<file path="config.mk">
export PLATFORM = sky130hd
export DESIGN_NAME = instr_fetch
export DESIGN_NICKNAME = d
export VERILOG_FILES = /design/src/rtl/fetch_pkg.sv /design/src/rtl/next_pc_sel.sv /design/src/rtl/instr_fetch.sv
export SDC_FILE = /design/constraint.sdc
export NUM_CORES = 1
export LEC_CHECK = 0
export ABC_AREA = 1
export CORE_UTILIZATION = 40
export CTS_BUF_LIST = sky130_fd_sc_hd__clkbuf_4 sky130_fd_sc_hd__clkbuf_8
export DETAILED_ROUTE_END_ITERATION = 10
export GPL_TIMING_DRIVEN = 0
export PLACE_DENSITY_LB_ADDON = 0.15
export SYNTH_ARGS = -nofsm -noshare
export SYNTH_HDL_FRONTEND = slang
export SYNTH_HIERARCHICAL = 1
export SYNTH_SLANG_ARGS = --single-unit
export TNS_END_PERCENT = 5
</file>
<file path="constraint.sdc">
create_clock -name clk -period 2.56 [get_ports clk]
set_input_delay 0.64 -clock clk [delete_from_list [all_inputs] [get_ports clk]]
set_output_delay 0.64 -clock clk [all_outputs]
set_load 0.02 [all_outputs]
</file>
<file path="src/rtl/fetch_pkg.sv">
// Shared types and constants for the instruction-fetch stage.
package fetch_pkg;

  localparam int INST_W = 32;

  // sll r0,r0,0 encodes as all zeros
  localparam logic [INST_W-1:0] NOP              = 32'h0000_0000;
  localparam logic [INST_W-1:0] DEFAULT_RESET_PC = 32'h0000_0000;

  typedef enum logic [1:0] {
    IDLE,
    WAIT,
    HOLD
  } fetch_state_t;

  function automatic logic [INST_W-1:0] word_align(input logic [INST_W-1:0] addr);
    return {addr[INST_W-1:2], 2'b00};
  endfunction

endpackage

</file>
<file path="src/rtl/next_pc_sel.sv">
// Next-PC priority select: jar > jump > branch > pending target > pc+4.
// redirect flags a fresh redirect from decode this cycle; next_pc is then its aligned target.
module next_pc_sel
  import fetch_pkg::*;
(
  input  logic [INST_W-1:0] pc,
  input  logic              pending_valid,
  input  logic [INST_W-1:0] pending_pc,
  input  logic              jar,
  input  logic [INST_W-1:0] jrtarget,
  input  logic              jump,
  input  logic [INST_W-1:0] jumptarget,
  input  logic              branch,
  input  logic [INST_W-1:0] branchtarget,
  output logic [INST_W-1:0] next_pc,
  output logic              redirect
);

  always_comb begin
    redirect = jar | jump | branch;
    if (jar) begin
      next_pc = word_align(jrtarget);
    end else if (jump) begin
      next_pc = word_align(jumptarget);
    end else if (branch) begin
      next_pc = word_align(branchtarget);
    end else if (pending_valid) begin
      next_pc = pending_pc;
    end else begin
      next_pc = pc + 32'd4;
    end
  end

endmodule

</file>
<file path="src/rtl/instr_fetch.sv">
// Instruction-fetch stage: owns the PC, keeps one imem request outstanding and preserves the delay slot.
// Define FETCH_PERF_EN to add the saturating fetch_bubbles counter output.
module instr_fetch
  import fetch_pkg::*;
#(
  parameter logic [INST_W-1:0] RESET_PC = DEFAULT_RESET_PC
) (
  input  logic              clk,
  input  logic              reset,
  input  logic              stall,
  input  logic              branch,
  input  logic [INST_W-1:0] branchtarget,
  input  logic              jump,
  input  logic [INST_W-1:0] jumptarget,
  input  logic              jar,
  input  logic [INST_W-1:0] jrtarget,
  output logic              imem_req,
  output logic [INST_W-1:0] imem_addr,
  input  logic              imem_ready,
  input  logic [INST_W-1:0] imem_data,
  output logic [INST_W-1:0] instout,
  output logic [INST_W-1:0] delayout,
  output logic [INST_W-1:0] delay2out
`ifdef FETCH_PERF_EN
  ,
  output logic [31:0]       fetch_bubbles
`endif
);

  fetch_state_t      state;
  logic [INST_W-1:0] pc;
  logic [INST_W-1:0] pending_pc;
  logic              pending_valid;
  logic [INST_W-1:0] hold_word;
  logic [INST_W-1:0] next_pc;
  logic              redirect;
  logic              present;
  logic              deliver;
  logic [INST_W-1:0] word;

  next_pc_sel u_next_pc_sel (
    .pc            (pc),
    .pending_valid (pending_valid),
    .pending_pc    (pending_pc),
    .jar           (jar),
    .jrtarget      (jrtarget),
    .jump          (jump),
    .jumptarget    (jumptarget),
    .branch        (branch),
    .branchtarget  (branchtarget),
    .next_pc       (next_pc),
    .redirect      (redirect)
  );

  assign imem_addr = pc;

  // The PC stays on the address of the word being presented until it is delivered.
  always_comb begin
    present = 1'b0;
    word    = NOP;
    if (!reset) begin
      case (state)
        WAIT: begin
          if (imem_ready) begin
            present = 1'b1;
            word    = imem_data;
          end
        end
        HOLD: begin
          present = 1'b1;
          word    = hold_word;
        end
        default: ;
      endcase
    end
  end

  assign deliver   = present & ~stall;
  assign instout   = word;
  assign delayout  = present ? pc + 32'd4 : '0;
  assign delay2out = present ? pc + 32'd8 : '0;

  always_ff @(posedge clk) begin
    if (reset) begin
      state         <= IDLE;
      imem_req      <= 1'b0;
      pc            <= RESET_PC;
      pending_pc    <= RESET_PC;
      pending_valid <= 1'b0;
      hold_word     <= NOP;
    end else begin
      case (state)
        IDLE: begin
          state    <= WAIT;
          imem_req <= 1'b1;
        end
        WAIT: begin
          if (imem_ready && stall) begin
            hold_word <= imem_data;
            state     <= HOLD;
            imem_req  <= 1'b0;
          end
        end
        HOLD: begin
          if (!stall) begin
            state    <= WAIT;
            imem_req <= 1'b1;
          end
        end
        default: begin
          state    <= IDLE;
          imem_req <= 1'b0;
        end
      endcase
      // A redirect never cancels the in-flight word: that word is the delay slot.
      if (deliver) begin
        pc            <= next_pc;
        pending_valid <= 1'b0;
      end else if (redirect && !stall) begin
        pending_pc    <= next_pc;
        pending_valid <= 1'b1;
      end
    end
  end

`ifdef FETCH_PERF_EN
  always_ff @(posedge clk) begin
    if (reset) begin
      fetch_bubbles <= '0;
    end else if (!present && !stall && fetch_bubbles != 32'hFFFF_FFFF) begin
      fetch_bubbles <= fetch_bubbles + 32'd1;
    end
  end
`endif

endmodule

</file>
==> impl_metrics.py <==
metrics = {
    "route": {
        "wl_met3_um": 2480,
        "wl_per_cell_um": 16.5,
        "vias_per_cell": 5.39,
        "drt-initial-drc-count": 768,
        "routed.top_layer": "met4",
        "drt-met1-wl_um": 12800,
        "ant_nets": 0,
        "drtPass1Iterations": 5,
        "wl_met2_um": 15000,
        "wl_um": 31500,
        "dr_total_vias": 10300,
        "drc_errors": 0,
    },
    "setup_path": {
        "r2r_slack_ns": 0.20,
        "r2r_start": "imem_addr[2]",
        "end_kind": "output pin",
        "cpMaxStageDelayCell": "dfxtp_2",
        "worstPathRequired_ns": 1.92,
        "crit_fanout": 6,
        "crit_chain": "inv_4 -> ha_2 -> buf_6 -> inv_2 -> a21oi_4 -> buf_8 -> buf_8 -> o21ai_1 -> nor2_1 -> buf_4",
        "reg2reg_to": "imem_addr[6]",
        "critPathLaunchType": "register",
        "crit_family": "buffers and inverters",
        "slowest_delay_ns": 0.35,
        "worstRegToRegCells": 11,
        "worstSetupPathType": "reg -> out",
        "crit_top_cell": "buf_8",
        "critical_path_arrival_ns": 2.11,
        "crit_buf_inv": 6,
    },
    "placement": {
        "hpwlAfterDp_um": 23800,
        "portBuffers": 253,
        "pre_cts_slack_ns": -0.986,
        "placed_area_um2": 10500,
        "gp_congestion": 0.911,
        "dp.cells": 1871,
    },
    "global_route": {
        "grt_pass1_vias": 9229,
        "grt_usage": 0.307,
        "grt_pass1_wl_um": 48100,
        "grt_max_degree": 17,
        "antenna_found_initial": 0,
        "gr-total-overflow": 0,
    },
    "yosys": {
        "synth_top_area_share": 0.258,
        "synthTopCellsByArea": "dfxtp_1 26%, nand2_1 19%, a21oi_1 13%",
        "synthesis.nets": 1526,
        "ys_seq_area_frac": 0.258,
        "ys_ff_latch": 99,
        "synth_top_cell_by_area": "dfxtp_1",
        "avgSynthCellArea_um2": 5.56,
        "ys_types": 32,
        "netlist_area_um2": 7690,
        "syn_inst": 1384,
        "ys_warn_count": 6,
    },
    "timing": {
        "clock_skew_ns": 0.0199,
        "tns_ns": -6.05,
        "setup_viol": 65,
        "layout_setup_ws_ns": -0.190,
        "tightest_slew_ns": 0.557,
        "maxSlewHeadroom": 0.629,
        "slew_viol_final": 0,
        "period_share": 1.07,
        "hold_viol_final": 0,
        "fin_hold_ws_ns": 0.452,
        "fmax_ghz": 0.364,
        "timing.final.crit_period_ns": 2.75,
        "rsz0062_at_grt": "yes",
    },
    "die": {
        "ios": 264,
        "floorplan.initialDensity": 0.410,
        "fp.dieW_um": 141,
        "floorplan.die_area_um2": 19800,
        "core_area_um2": 18800,
        "rows": 50,
        "die_h_um": 141,
    },
    "cells_and_area": {
        "fin_nets": 1811,
        "diodes": 0,
        "area_delta_synth_final_pct": 45.0,
        "postLayoutCoreUtil": 0.594,
        "drive_gt1_frac": 0.171,
        "fin_area_um2": 11200,
        "final-instance-count-excl-fill": 1908,
    },
    "min_path": {
        "holdCritStartpoint": "hold_word[3]",
        "hp-class": "reg -> reg",
        "min_to": "hold_word[3]",
        "holdPathStages": 2,
    },
    "power_and_ir_drop": {
        "ir_worst_vdd_mv": 0.412,
        "clock_power_share": 0.210,
        "p_total_mw": 5.50,
        "comb_power_share": 0.436,
        "p_int_mw": 3.29,
        "p_seq_frac": 0.354,
        "power_density_nw_per_um2": 493,
        "p_leak_nw": 4.16,
        "power.share.switching": 0.402,
        "power.switching_mw": 2.21,
    },
    "clocking": {
        "clk_pin_slew_ns": 0.10,
        "ctsHtreeMaxLevel": 3,
        "cts_tree": "yes",
        "clock-root-buffer": "clkbuf_8",
        "postCtsHoldBufs": 0,
        "clk_latency_ns": 0.39,
        "cts_sinks": 99,
        "clockBufferDepth": 2,
        "cts_made_buffers": 9,
    },
    "run_status": {
        "status": "finished with violations",
        "violations": "negative setup slack",
    },
    "run": {
        "drv_cap": 0,
    },
}
cell families (layout without fill, tap and decap cells):
kind of cell / count (synthesis) / after routing / share of synthesized area
AOI/OAI and AO/OA: 315 / 315 / 0.211
and+or+nand+nor: 760 / 760 / 0.409
adders and majority gates: 7 / 7 / 0.0114
xor gates and xnor gates: 9 / 9 / 0.0102
DFF: 99 / 99 / 0.258
buffers and inverters: 194 / 484 / 0.101
worst max path at each step:
| stage | startpoint | endpoint | slack [ns] | depth (start not counted) |
|---|---|---|---|---|
| detailed placement | reset | delayout[0] | -0.99 | 9 |
| finish | state[0] | delay2out[12] | -0.19 | 10 |
| global placement | reset | delayout[1] | -0.99 | 9 |
| CTS | state[0] | delay2out[12] | -0.16 | 9 |
| floorplan | state[0] | delayout[0] | -0.05 | 8 |
| global route | imem_addr[7] | delay2out[30] | -0.26 | 7 |
state kept, by name (all words and copies together), names as in the netlist:
signal	cells
state	2
hold_word	32
pending_valid	1
pending_pc	32
imem_addr	32
cell type report:
class	count	area [um2]
fill	1898	7620
inverter	117	447
clock inverter	6	87.6
multi-input combinational	1091	5220
timing repair buffer	275	2490
clock buffer	10	131
buffer	76	443
sequential	99	2040
tap	234	293
cell usage in the layout (no fill, tap or decap), types with 5 or more instances in the layout:
master,Yosys,final
buf_1,9,5
o21ai_1,4,13
nand2_2,6,10
clkdlybuf4s50_1,0,157
buf_2,17,47
clkbuf_1,43,36
nor2_4,5,18
dfxtp_1,99,70
a21oi_2,0,7
inv_1,112,109
nand2_4,4,7
nand3_1,127,127
dfxtp_4,0,10
nand2_1,385,377
buf_6,0,16
nor2_2,7,30
xnor2_1,5,5
buf_8,0,5
clkbuf_4,0,5
buf_4,8,71
clkbuf_8,0,10
nor2_1,216,180
dfxtp_2,0,19
a21oi_1,198,191
o21ai_0,102,92
nor3_1,5,5
tightest hold or removal path, delay by kind of cell, from the launching register on:
kind / cells / cell delay [ns]
DFF: 1 / 0.32
buffers and inverters: 1 / 0.05
AOI/OAI and AO/OA: 1 / 0.05
synth_stat cells (all sizes together):
library cell,number
dfxtp,99
nor2,229
xor2,4
buf,34
clkinv,2
ha,7
clkbuf,43
o21ai,106
a22oi,2
a221oi,3
or2,1
nand3,127
nor3,5
xnor2,5
inv,115
o21bai,1
o211ai,2
nand2,395
and2,1
a21oi,199
o221ai,2
nand4,2
power by group through the flow:
stage	combinational [mW]	sequential (mW)	clock, mW
4_1_cts	2.31	1.93	1.16
6_report	2.40	1.95	1.16
3_5_place_dp	2.00	1.96	0
3_3_place_gp	1.98	1.96	0
2_1_floorplan	1.14	1.96	0
5_1_grt	2.59	1.97	1.24
metal layers:
| layer | track usage | up-vias |
|---|---|---|
| met4 | 0.123 | 0 |
| met2 | 0.522 | 484 |
| li1 | - | 5037 |
| met3 | 0.0615 | 81 |
| met5 | 0 | - |
| met1 | 0.380 | 4678 |
timing repair:
item                       in CTS  in global routing
setup endpoints to repair      96                 95
gates cloned                    2                  0
resized for setup             526                 99
hold endpoints to repair        0                  0
setup buffers                  18                  2
pin swaps                       9                  5
Power figures use the tool's default switching activity.
